[config.mk]
export PLATFORM = sky130hd
export DESIGN_NAME = unified_mem_arbiter
export DESIGN_NICKNAME = d
export VERILOG_FILES = /design/src/rtl/mem_arb_pkg.sv /design/src/rtl/mem_arb_grant.sv /design/src/rtl/unified_mem_arbiter.sv
export SDC_FILE = /design/constraint.sdc
export NUM_CORES = 1
export LEC_CHECK = 0
export CORE_MARGIN = 5
export CORE_UTILIZATION = 24
export DETAILED_ROUTE_END_ITERATION = 8
export GPL_ROUTABILITY_DRIVEN = 0
export SYNTH_ARGS = -nofsm -noshare
export SYNTH_HDL_FRONTEND = slang
export SYNTH_SLANG_ARGS = --single-unit
[constraint.sdc]
create_clock -name clk -period 1.74 [get_ports clk]
set_clock_uncertainty 0.05 [all_clocks]
set_input_delay 0.435 -clock clk [delete_from_list [all_inputs] [get_ports clk]]
set_output_delay 0.435 -clock clk [all_outputs]
set_load 0.02 [all_outputs]
[src/rtl/mem_arb_pkg.sv]
// Shared types and widths for the unified memory arbiter.
// Latency: n/a (declarations only).
// Backpressure: n/a.
// Contents: FSM state encoding, transaction owner encoding, bus widths and the
// latched request record carried from accept to memory issue.
package mem_arb_pkg;

  localparam int AW    = 32;
  localparam int DW    = 32;
  localparam int SW    = 4;
  localparam int CNT_W = 4;

  typedef enum logic [1:0] {
    IDLE  = 2'd0,
    ISSUE = 2'd1,
    WAIT  = 2'd2,
    RESP  = 2'd3
  } state_t;

  typedef enum logic {
    OWN_IF = 1'b0,
    OWN_D  = 1'b1
  } owner_t;

  typedef struct packed {
    owner_t          owner;
    logic            we;
    logic [AW-1:0]   addr;
    logic [DW-1:0]   wdata;
    logic [SW-1:0]   wstrb;
  } req_t;

endpackage

[src/rtl/mem_arb_grant.sv]
// Grant selection between instruction fetch and load/store requesters.
// Latency: purely combinational, grant follows valids in the same cycle.
// Backpressure: no grant at all unless the arbiter FSM is idle.
// Ports: i_if_valid / i_d_valid  - requester valids
//        i_idle                  - FSM can accept a new transaction
//        i_starve_hit            - fetch has waited long enough, override data priority
//        o_grant_if / o_grant_d  - one-hot or zero grant
module mem_arb_grant (
  input  logic i_if_valid,
  input  logic i_d_valid,
  input  logic i_idle,
  input  logic i_starve_hit,
  output logic o_grant_if,
  output logic o_grant_d
);

  always_comb begin
    o_grant_if = 1'b0;
    o_grant_d  = 1'b0;
    if (i_idle) begin
      // Data normally wins; the starve override only matters when fetch is also waiting.
      if (i_d_valid && !(i_starve_hit && i_if_valid)) begin
        o_grant_d = 1'b1;
      end else if (i_if_valid) begin
        o_grant_if = 1'b1;
      end
    end
  end

endmodule

[src/rtl/unified_mem_arbiter.sv]
// Shares one single-ported memory between instruction fetch and load/store.
// Latency: accept at T, mem_en at T+1, response pulse at T+MEM_LAT+2, next accept >= T+MEM_LAT+3.
// Backpressure: one outstanding transaction; both readies low outside IDLE, requests stay pending.
// Ports: clk/rst (sync, active-high); if_req_*/if_rsp_* fetch side; d_req_*/d_rsp_* load/store side;
//        mem_* towards the memory macro (mem_rdata valid MEM_LAT cycles after mem_en); busy = not IDLE.
// Build option: define ARB_STARVE_GUARD_EN to let fetch win after STARVE_MAX consecutive data grants.
module unified_mem_arbiter
  import mem_arb_pkg::*;
#(
  parameter int MEM_LAT    = 1,
  parameter int STARVE_MAX = 4
) (
  input  logic          clk,
  input  logic          rst,
  input  logic          if_req_valid,
  output logic          if_req_ready,
  input  logic [AW-1:0] if_addr,
  output logic          if_rsp_valid,
  output logic [DW-1:0] if_rsp_data,
  input  logic          d_req_valid,
  output logic          d_req_ready,
  input  logic          d_we,
  input  logic [AW-1:0] d_addr,
  input  logic [DW-1:0] d_wdata,
  input  logic [SW-1:0] d_wstrb,
  output logic          d_rsp_valid,
  output logic [DW-1:0] d_rsp_rdata,
  output logic          mem_en,
  output logic          mem_we,
  output logic [AW-1:0] mem_addr,
  output logic [DW-1:0] mem_wdata,
  output logic [SW-1:0] mem_wstrb,
  input  logic [DW-1:0] mem_rdata,
  output logic          busy
);

  localparam logic [CNT_W-1:0] LAT_C = CNT_W'(MEM_LAT);

  state_t           r_state;
  state_t           w_state_nxt;
  req_t             r_req;
  logic [CNT_W-1:0] r_cnt;
  logic [DW-1:0]    r_rsp_data;

  logic w_idle;
  logic w_grant_if;
  logic w_grant_d;
  logic w_starve_hit;
  logic w_last_wait;

  assign w_idle      = (r_state == IDLE);
  assign w_last_wait = (r_state == WAIT) && (r_cnt == CNT_W'(1));

  mem_arb_grant u_grant (
    .i_if_valid   (if_req_valid),
    .i_d_valid    (d_req_valid),
    .i_idle       (w_idle),
    .i_starve_hit (w_starve_hit),
    .o_grant_if   (w_grant_if),
    .o_grant_d    (w_grant_d)
  );

`ifdef ARB_STARVE_GUARD_EN
  logic [CNT_W-1:0] r_starve;

  // Counts data grants that overtook a waiting fetch; any fetch grant resets it.
  always_ff @(posedge clk) begin
    if (rst) begin
      r_starve <= '0;
    end else if (w_grant_if) begin
      r_starve <= '0;
    end else if (w_grant_d && if_req_valid) begin
      r_starve <= r_starve + CNT_W'(1);
    end
  end

  assign w_starve_hit = (r_starve == CNT_W'(STARVE_MAX));
`else
  logic w_unused_starve_cfg;
  assign w_unused_starve_cfg = (STARVE_MAX == 0);
  assign w_starve_hit        = 1'b0;
`endif

  // State register plus transaction latches.
  always_ff @(posedge clk) begin
    if (rst) begin
      r_state    <= IDLE;
      r_req      <= '0;
      r_cnt      <= '0;
      r_rsp_data <= '0;
    end else begin
      r_state <= w_state_nxt;
      case (r_state)
        IDLE: begin
          if (w_grant_d) begin
            r_req <= '{owner: OWN_D, we: d_we, addr: d_addr, wdata: d_wdata, wstrb: d_wstrb};
          end else if (w_grant_if) begin
            r_req <= '{owner: OWN_IF, we: 1'b0, addr: if_addr, wdata: '0, wstrb: '0};
          end
        end
        ISSUE: r_cnt <= LAT_C;
        WAIT: begin
          r_cnt <= r_cnt - CNT_W'(1);
          // Stores acknowledge with zero data rather than whatever the macro drives.
          if (w_last_wait) begin
            r_rsp_data <= r_req.we ? '0 : mem_rdata;
          end
        end
        default: ;
      endcase
    end
  end

  // Next state and registered-state-derived outputs.
  always_comb begin
    w_state_nxt  = r_state;
    if_req_ready = 1'b0;
    d_req_ready  = 1'b0;
    if_rsp_valid = 1'b0;
    d_rsp_valid  = 1'b0;
    mem_en       = 1'b0;
    mem_we       = 1'b0;
    busy         = 1'b1;
    case (r_state)
      IDLE: begin
        busy         = 1'b0;
        if_req_ready = w_grant_if;
        d_req_ready  = w_grant_d;
        if (w_grant_if || w_grant_d) begin
          w_state_nxt = ISSUE;
        end
      end
      ISSUE: begin
        mem_en      = 1'b1;
        mem_we      = r_req.we;
        w_state_nxt = WAIT;
      end
      WAIT: begin
        if (w_last_wait) begin
          w_state_nxt = RESP;
        end
      end
      RESP: begin
        if_rsp_valid = (r_req.owner == OWN_IF);
        d_rsp_valid  = (r_req.owner == OWN_D);
        w_state_nxt  = IDLE;
      end
      default: w_state_nxt = IDLE;
    endcase
  end

  assign mem_addr    = r_req.addr;
  assign mem_wdata   = r_req.wdata;
  assign mem_wstrb   = r_req.wstrb;
  assign if_rsp_data = r_rsp_data;
  assign d_rsp_rdata = r_rsp_data;

endmodule

==> results of run 1 <==
final timing paths:
check,end
setup / recovery,d_rsp_valid
hold reg to reg,d_rsp_rdata[10]
setup reg to reg,d_rsp_rdata[11]
hold / removal,d_rsp_rdata[10]
layout by cell type, fill, tap and decap left out, drive strengths merged, types with 3 or more instances in the layout:
cell type      count
a21oi            104
a311oi            32
and2               5
buf               41
clkbuf            13
clkdlybuf4s50    135
dfxtp            108
dlygate4sd2      132
ha                 7
inv               10
nand2            138
nand3b            32
nor2               3
o21ai             41
per-layer routing:
metal / vias to the layer above / global-route usage (%) / part of all wire (%)
li1: 2423 / - / -
met1: 2259 / 15.8 / 43
met2: 189 / 21.4 / 47
met3: 14 / 4.93 / 8.8
met4: 0 / 3.72 / 1.5
met5: - / 0 / 0
where the power goes:
| group | total [uW] | internal (uW) | switching (uW) |
|---|---|---|---|
| clock network | 2040 | 1030 | 1010 |
| registers | 3380 | 3070 | 312 |
| logic | 5010 | 2160 | 2860 |
sequential cells by signal (all words and copies together) (netlist names):
| name | count |
|---|---|
| d_rsp_rdata | 32 |
| mem_addr | 32 |
| mem_wdata | 32 |
| mem_wstrb | 4 |
| r_cnt | 4 |
| r_req | 2 |
| r_state | 2 |
timing repair:
item                       in CTS  in global routing
gates cloned                    0                  1
pin swaps                       2                  3
setup buffers                   0                  0
setup endpoints to repair     182                 63
resized for setup             178                 16
critical path, stage by stage (launching register included):
cell	delay (ns)
dfxtp_4	0.37
buf_6	0.12
ha_4	0.14
and2_4	0.15
buf_6	0.12
through the flow:
| stage | cell area [um^2] | cells |
|---|---|---|
| CTS | 8060 | 1103 |
| detailed placement | 7910 | 1087 |
| global placement | 7910 | 1087 |
| floorplan | 5420 | 646 |
| finish | 8130 | 1104 |
| global route | 8130 | 1104 |
synthesized netlist by cell type:
library cell | number | share of area (%)
nand2_1 | 138 | 9.6
buf_4 | 111 | 15
dfxtp_1 | 108 | 40
a21oi_1 | 103 | 9.5
o21ai_0 | 38 | 3.5
nand3b_1 | 32 | 4.4
a311oi_2 | 30 | 8.3
clkbuf_1 | 20 | 1.4
buf_2 | 17 | 1.6
inv_1 | 8 | 0.55
ha_1 | 7 | 1.6
and2_1 | 5 | 0.58
nor2_1 | 3 | 0.21
o21ai_1 | 3 | 0.28
a311oi_1 | 2 | 0.32
buf_1 | 2 | 0.14
buf_6 | 2 | 0.42
nor2b_1 | 2 | 0.23
nor3_1 | 2 | 0.18
o22ai_1 | 2 | 0.23
a21o_1 | 1 | 0.14
a21oi_2 | 1 | 0.16
a221oi_1 | 1 | 0.16
a32o_1 | 1 | 0.18
and4bb_1 | 1 | 0.23
inv_2 | 1 | 0.069
mux2i_1 | 1 | 0.18
nand3_1 | 1 | 0.092
nand4b_1 | 1 | 0.16
nand4bb_1 | 1 | 0.21
nor3b_1 | 1 | 0.14
final cells by class:
cell class                 instances  area (um^2)  area share (%)
clock buffer                      12          246            3.03
tap                              285          357            4.39
sequential                       108         2170            26.7
clock inverter                     4         33.8           0.416
timing repair buffer             309         3000            36.9
inverter                           9         36.3           0.446
multi-input combinational        377         2290            28.2
logic make-up (layout without fill, tap and decap cells):
| logic type | Yosys count | in the layout | share of synthesized area (%) |
|---|---|---|---|
| adder cells (fa/ha/maj) | 7 | 7 | 1.62 |
| buffers and inverters | 161 | 334 | 19.5 |
| multiplexers | 1 | 1 | 0.185 |
| AO/OA/AOI/OAI | 182 | 182 | 22.8 |
| AND/OR/NAND/NOR | 187 | 187 | 16.0 |
| flip-flops | 108 | 108 | 39.9 |
==> summary.txt, run 1 <==
Status
  – Status: complete, no violations

Run
  – Max-Cap Viols: 0

Clock network
  – CTS max path bufs: 2
  – Clock Latency Late Sink: ~0.35 ns
  – CTS tree: yes
  – Clk sink count: between 100 and 150
  – Clock root buffer master: clkbuf_16
  – Hold_buf cts: 0
  – Worst-path clk slew: about 0.080 ns
  – Number of buffers created by CTS: 9
  – H-tree depth: 3

Synthesis
  – Register bit total from synthesis: about 110
  – YS warnings: 0
  – Synth Cell Area: around 5400 um^2
  – Syn avg cell area: between 8 and 9 um^2
  – Post-synthesis sequential area ratio: between 30% and 40%
  – Synth cell types: 31
  – Post-synth net total: between 700 and 800
  – Synth Instances: ~650

Floorplan
  – Die ar.: around 26000 um^2
  – Core Footprint: 22400 um^2
  – Top Ports: 276
  – Starting density of the core: roughly 24%
  – Rows: 55
  – Die Span Y: about 160 um
  – Die X: around 160 um

STA
  – Max Slew Vio Count: 0
  – Final hold violation count: 0
  – Final setup fails: 0
  – Hold Worst Slack: between 0.4 and 0.5 ns
  – Period minus WS final: 1.73 ns
  – Fin Setup TNS: 0 ns
  – Unrepaired setup endpoints after global routing: yes
  – Final setup margin: about 0.0078 ns
  – Fin crit share: roughly 100%
  – Worst-Margin Slew: 0.368 ns
  – Slew Limit Headroom: between 70% and 80%
  – Fmax: ~0.58 GHz

Global route
  – Largest net degree at the start of global routing: 46
  – Remaining global-route overflow: 0
  – Total global-route track usage: between 10% and 20%
  – Vias in the first global route: between 4k and 5k
  – Initial antenna violation count: 0
  – First-pass GRT wire length: between 20000 and 30000 um

Route
  – Vias: a little under 5k
  – Wirelength per Cell: ~16 um
  – DRT iter0 DRCs: between 200 and 250
  – Routed vias/inst: about 4.4
  – First-pass iteration count of the detailed router: 4
  – DRC violations left: 0
  – Final wirelength: 17800 um
  – Post-route ant nets: 0

Finish
  – Area Growth Syn to Fin: 49.9%
  – Fillcell total: approximately 2.4k
  – Core Util, Final: between 30% and 40%
  – Share of cells above drive strength 1: 12.6%
  – Antenna diodes: 0
  – Layout net count: ~960

Power and ir drop
  – Tot Pwr: 10400 uW
  – IR drop worst, VDD: about 520 uV
  – PwrDens: between 1000 and 1500 nW/um^2
  – Leak: approximately 0.0034 uW

Setup path
  – Worst EP required: 1.25 ns
  – Crit path launch: r_state[0]
  – Worst-path maximum fanout: 3
  – Crit path DAT: 1.25 ns
  – R2R Setup Slk: about 0.11 ns
  – Crit start category: register
  – CP endpoint kind: output port
  – Register-to-Register Path Depth: 7
  – WS Path Type: reg -> out
  – Worst r2r src: r_state[0]

Min path
  – Worst hold stages: 2
  – Hold WC Path Type: reg -> reg
  – Worst hold path startpoint: d_rsp_rdata[10]

Placement
  – Port bufs: 275
  – Post-place setup slack: -0.445 ns
  – Dpl hpwl: approximately 13000 um
Power figures use the tool's default switching activity.
==> inputs of run 2 (changes only) <==
Settings changed: ABC_AREA from default to 1, CORE_MARGIN 5 to default.
==> summary.txt, run 2 <==
Status
  – Status: complete, no violations

Global route
  – Remaining global-route overflow: 0
  – Largest net degree at the start of global routing: 60
  – Global Route met3 Usage: about 4%
  – Total global-route track usage: about an eighth
  – First-pass GRT wire length: approximately 27000 um
  – Initial antenna violation count: 1
  – Top Usage Layer GRT: met2
  – GR Util met2: a little under a quarter
  – M1 GR Usage: 14.7%
  – Vias in the first global route: between 5k and 6k

Clock network
  – Clock root buffer master: clkbuf_16
  – CTS max path bufs: 2
  – H-tree depth: 3
  – Worst-path clk slew: 0.07 ns
  – Number of buffers created by CTS: 9
  – Clock Latency Late Sink: 0.34 ns
  – Hold_buf cts: 0
  – CTS tree: yes
  – Clk sink count: between 100 and 150

Power and ir drop
  – Leak: around 0.0048 uW
  – Flop pwr share: 27.9%
  – Clock power frac: ~17%
  – Sw frac: 41.0%
  – Int Pwr: 7200 uW
  – Combinational fraction of design power: 54.8%
  – P_sw: around 5000 uW
  – PwrDens: 1360 nW/um^2
  – Tot Pwr: about 12000 uW
  – IR drop worst, VDD: 636 uV

Min path
  – Worst hold path startpoint: mem_addr[25]
  – Hold WC Path Type: reg -> reg

Synthesis
  – Synth top area share: a little over a third
  – Most numerous cell in the Yosys netlist: nand2_1
  – Post-synthesis compound-gate area fraction: less than 1%
  – Synth area leaders: dfxtp_1 36%, nand2_1 17%, nor2_1 16%, buf_4 13%, inv_1 9.6%
  – Adder-Cell Fraction of Synth Area: 1.46%
  – Largest family of logic cells by synthesized area: simple AND/OR/NAND/NOR gates
  – XOR/XNOR Fraction of Synth Area: 0%
  – Synth Area in Simple Gates: a little over a third
  – Synth Instances: 986
  – Register bit total from synthesis: about 110
  – YS warnings: 0
  – Post-synth net total: around 1.1k
  – Synth Cell Area: about 6000 um^2
  – Synth cell types: 18
  – Ys async rst share: 0%
  – Post-synthesis mux area share: 0%
  – Yosys top cell by area: dfxtp_1
  – Commonest cells post-synth: 267 x nand2_1, 254 x nor2_1, 153 x inv_1
  – Syn avg cell area: 6.10 um^2
  – Post-synth EDFFs: 0
  – Post-synthesis sequential area ratio: approximately 36%
  – Main synth FF type: dfxtp_1

Finish
  – Core Util, Final: ~37%
  – Commonest non-fill, non-tap cell in the layout: nand2_1
  – Layout Cells excl Fill: ~1.5k
  – Area Growth Syn to Fin: 49.6%
  – Antenna diodes: 0
  – Share of cells above drive strength 1: 6.98%
  – Most frequent cells in the layout: 265 x nand2_1, 253 x nor2_1, 151 x inv_1
  – Fillcell total: about 2.6k
  – Layout net count: between 1k and 1.5k

Floorplan
  – Core Footprint: 24500 um^2
  – Top Ports: between 200 and 300
  – Die ar.: approximately 26000 um^2
  – Die Span Y: 160 um
  – Rows: 57
  – Die X: about 160 um
  – Starting density of the core: 24.6%

Route
  – DRC violations left: 0
  – Routed vias/inst: roughly 3.9
  – Vias: approximately 5.8k
  – DRT iter0 DRCs: 263
  – Post-route ant nets: 0
  – First-pass iteration count of the detailed router: 4
  – Wirelength per Cell: roughly 12 um
  – Final wirelength: 17300 um

STA
  – Hold Worst Slack: approximately 0.43 ns
  – Unrepaired setup endpoints after global routing: yes
  – Final setup margin: about 0.011 ns
  – Worst-Margin Slew: about 0.36 ns
  – Fmax: 0.578 GHz
  – Slew Limit Headroom: 76.0%
  – Period minus WS final: 1.73 ns
  – Fin crit share: between 90 and 100%
  – Max Slew Vio Count: 0
  – Final setup fails: 0
  – Final hold violation count: 0

Setup path
  – Crit start category: register
  – Crit path launch: r_state[1]
  – CP endpoint kind: output port
  – R2R Setup Slk: 0.02 ns
  – WS Path Type: reg -> out
  – Crit path DAT: between 1 and 1.5 ns
  – Worst-path maximum fanout: 3
  – Worst r2r src: r_state[1]
  – Worst EP required: 1.25 ns

Run
  – Max-Cap Viols: 0

Placement
  – Port bufs: about 280
  – Post-place setup slack: -0.439 ns
  – Cells after DPL: 1475
  – Dpl hpwl: roughly 12000 um
run 2: cell count changes in the layout (fill, tap and decap cells not counted), moves of 32 or more:
cell | before | now
nand3_1 | 1 | 34
inv_1 | 6 | 151
nor2_1 | 2 | 253
a21oi_1 | 103 | 6
nand2_1 | 138 | 265
nand3b_1 | 32 | 0
o21ai_0 | 38 | 2
run 2: power groups by stage:
stage | Sequential, uW | Combinational (uW) | Clock [uW]
CTS | 3410 | 6270 | 2230
detailed placement | 3470 | 6460 | 0
floorplan | 3500 | 4180 | 0
finish | 3410 | 6690 | 2110
global route | 3500 | 7370 | 2320
global placement | 3440 | 6430 | 0
run 2: worst max-delay path: stages (launching register included):
cell	delay [ns]
dfxtp_4	0.36
inv_4	0.08
ha_4	0.18
nand2_4	0.05
nor2_2	0.11
buf_6	0.12
run 2: worst paths after layout:
path / endpoint / depth (start not counted)
setup / recovery: if_req_ready / 5
setup reg to reg: mem_wdata[12] / 10
hold / removal: mem_addr[25] / 2
hold reg to reg: mem_addr[25] / 2
run 2: cells by family (layout without fill, tap and decap cells):
kind of cell,count (synthesis),count (layout)
DFF,108,108
and+or+nand+nor,560,560
buffers and inverters,301,490
AOI/OAI and AO/OA,10,10
adders and majority gates,7,7
run 2: layout make-up:
type / instances / area [um^2] / area share (%)
clock buffer: 9 / 225 / 2.50
clock inverter: 6 / 72.6 / 0.807
inverter: 155 / 584 / 6.50
multi-input combinational: 577 / 2370 / 26.4
sequential: 108 / 2170 / 24.1
tap: 324 / 405 / 4.51
timing repair buffer: 320 / 3160 / 35.2
run 2: stage by stage:
stage | setup TNS [ns] | cell area, um^2
6_report | 0 | 8990
5_1_grt | -1.19 | 8990
4_1_cts | -0.118 | 8800
3_5_place_dp | -19.83 | 8610
3_3_place_gp | -18.12 | 8610
2_1_floorplan | 0 | 6010
run 2: timing repair:
action | CTS | global route
resized for setup | 172 | 22
gates cloned | 1 | 4
pin swaps | 0 | 3
buffers inserted | 1 | 3
setup endpoints to repair | 196 | 68
run 2: routing by layer:
layer,routed length (um),vias up
li1,-,3095
met1,7630,2492
met5,0,-
met4,197,0
met3,1310,11
met2,8140,174
==> inputs of run 3 (changes only) <==
Settings changed: SYNTH_HIERARCHICAL from default to 1.
==> summary.txt, run 3 <==
Setup path
  – R2R Setup Slk: -0.12 ns
  – Crit path DAT: 1.50 ns
  – Reg2reg end: mem_addr[2]
  – Worst r2r src: r_state[1]
  – Crit start category: register
  – Worst EP required: 1.25 ns
  – WS Path Type: reg -> out
  – Register-to-Register Path Depth: 14
  – CP endpoint kind: output port
  – Worst-path maximum fanout: 3

STA
  – Unrepaired setup endpoints after global routing: yes
  – Final setup margin: -0.248 ns
  – Max Slew Vio Count: 0
  – Final setup fails: 69
  – Fmax: around 0.50 GHz
  – Fin crit share: 114%
  – Period minus WS final: 1.99 ns
  – Final hold violation count: 0
  – Fin Setup TNS: -4.68 ns

Global route
  – First-pass GRT wire length: ~27000 um
  – Initial antenna violation count: 0
  – Largest net degree at the start of global routing: 66
  – Vias in the first global route: 4975
  – Remaining global-route overflow: 0
  – Total global-route track usage: 14.7%

Synthesis
  – Commonest cells post-synth: 246 x nand2_1, 108 x dfxtp_1, 103 x buf_4
  – Post-synth EDFFs: 0
  – Most numerous cell in the Yosys netlist: nand2_1
  – Synth cell types: 21
  – Main synth FF type: dfxtp_1
  – Synth top area share: a little under 40%
  – Synth Area in Simple Gates: 25.7%
  – Post-synthesis sequential area ratio: 39.5%
  – Post-synthesis compound-gate area fraction: a little over 10%
  – YS warnings: 6
  – Largest family of logic cells by synthesized area: simple AND/OR/NAND/NOR gates
  – Yosys top cell by area: dfxtp_1
  – Synth Cell Area: approximately 5500 um^2
  – Adder-Cell Fraction of Synth Area: between 1 and 1.5%
  – Post-synth net total: 952
  – Ys async rst share: 0%
  – Synth area leaders: dfxtp_1 39%, nand2_1 17%, buf_4 14%, nor2_1 6.4%, o21ai_0 6.0%
  – Register bit total from synthesis: about 110
  – XOR/XNOR Fraction of Synth Area: 0%
  – Syn avg cell area: slightly below 7 um^2
  – Post-synthesis mux area share: 0%
  – Synth Instances: 809

Floorplan
  – Die X: ~150 um
  – Top Ports: between 200 and 300
  – Rows: 54
  – Starting density of the core: 24.8%
  – Die ar.: about 23000 um^2
  – Core Footprint: ~22000 um^2
  – Die Span Y: ~150 um

Placement
  – Dpl hpwl: roughly 11000 um
  – Port bufs: ~280
  – Cells after DPL: 1249

Finish
  – Share of cells above drive strength 1: 14.6%
  – Commonest non-fill, non-tap cell in the layout: nand2_1
  – Antenna diodes: 0
  – Area Growth Syn to Fin: 59.5%
  – Layout net count: 1146
  – Most frequent cells in the layout: 234 x nand2_1, 135 x clkdlybuf4s50_1, 132 x dlygate4sd2_1
  – Layout Cells excl Fill: 1287

Power and ir drop
  – IR drop worst, VDD: roughly 620 uV
  – Leak: around 0.0043 uW
  – PwrDens: approximately 1300 nW/um^2

Route
  – Vias: approximately 5.2k
  – Routed vias/inst: slightly above 4
  – WL met2: approximately 8300 um
  – Wirelength per Cell: around 13 um
  – DRT iter0 DRCs: between 200 and 300
  – First-pass iteration count of the detailed router: 5
  – Post-route ant nets: 0
  – Final wirelength: 16900 um
  – Metal3 WL: around 1100 um
  – Post-Route M1 WL: a little over 7000 um
  – Top Metal Used: met4
  – DRC violations left: 0

Clock network
  – Hold_buf cts: 0
  – CTS max path bufs: 2
  – Clock root buffer master: clkbuf_16
  – Clk sink count: 108
  – Number of buffers created by CTS: 9
  – Clock Latency Late Sink: between 0.3 and 0.4 ns
  – H-tree depth: 3
  – Worst-path clk slew: around 0.07 ns
  – CTS tree: yes

Min path
  – Hold WC Path Type: reg -> reg
  – Worst hold path endpoint: mem_wstrb[2]
  – Worst hold stages: 2
  – Worst hold path startpoint: mem_wstrb[2]

Run
  – Max-Cap Viols: 0

Status
  – Failing checks: negative setup slack
  – Status: finished, violations left
run 3: changes by cell type in the layout (fill, tap and decap cells not counted), moves of 15 or more:
cell / change
a21oi_1: +33
inv_1: -80
nand2_1: -31
nand3_1: -33
nor2_1: -172
nor2_2: +15
o21ai_0: +32
o21ai_1: +18
run 3: cell type report:
cell class                 count  area (um^2)
sequential                   108         2160
tap                          280          350
timing repair inverter         1         11.3
inverter                      81          323
multi-input combinational    479         2290
clock buffer                   9          225
fill                        2319        13400
clock inverter                 6         65.1
timing repair buffer         323         3310
run 3: worst max path at each step:
stage	from	to	slack [ns]	depth (start not counted)
2_1_floorplan	r_state[0]	d_req_ready	0.01	8
3_3_place_gp	d_req_valid	d_req_ready	-0.65	6
3_5_place_dp	d_req_valid	d_req_ready	-0.65	6
4_1_cts	r_state[1]	if_req_ready	-0.27	9
5_1_grt	r_state[0]	if_req_ready	-0.32	9
6_report	r_state[1]	if_req_ready	-0.25	9
run 3: logic make-up (layout without fill, tap and decap cells):
group / count (synthesis) / in the layout
AND/OR/NAND/NOR: 360 / 360
adder cells (fa/ha/maj): 6 / 6
flip-flops: 108 / 108
other: 1 / 1
AO/OA/AOI/OAI: 112 / 112
buffers and inverters: 222 / 420
run 3: metal layers:
layer / GRT usage, % / vias up
met2: 25.5 / 157
met5: 0 / -
met4: 4.52 / 0
met1: 17.5 / 2295
li1: - / 2735
met3: 4.14 / 19
run 3: stage by stage:
| stage | cell area, um^2 | utilization (%) | total power (uW) | setup slack (ns) | hold slack, ns |
|---|---|---|---|---|---|
| floorplan | 5490 | - | 6960 | 0.0146 | 0.389 |
| global placement | 7890 | 35.7 | 8560 | -0.650 | 0.397 |
| detailed placement | 7890 | 35.7 | 8590 | -0.647 | 0.403 |
| CTS | 8590 | 38.9 | 11600 | -0.275 | 0.410 |
| global route | 8740 | 39.5 | 12500 | -0.325 | 0.420 |
| finish | 8740 | 39.5 | 11700 | -0.248 | 0.408 |
run 3: worst max-delay path, stage by stage (launching register included):
cell and delay, ns:
dfxtp_2 0.34, inv_2 0.07, ha_4 0.13, buf_6 0.10
buf_6 0.09, nand2_4 0.05, a21oi_4 0.15, nand2_4 0.07
inv_2 0.05, buf_6 0.11
run 3: repair_timing:
action / 4_1_cts / 5_1_grt
setup endpoints to repair: 210 / 91
resized for setup: 277 / 33
pin swaps: 17 / 13
setup buffers: 12 / 4
cloned: 10 / 2
run 3: power by group:
part | switching, uW | leakage [uW] | internal (uW)
combinational | 3290 | 0.00325 | 2860
sequential | 376 | 0.000882 | 3110
clock | 958 | 0.000142 | 1110
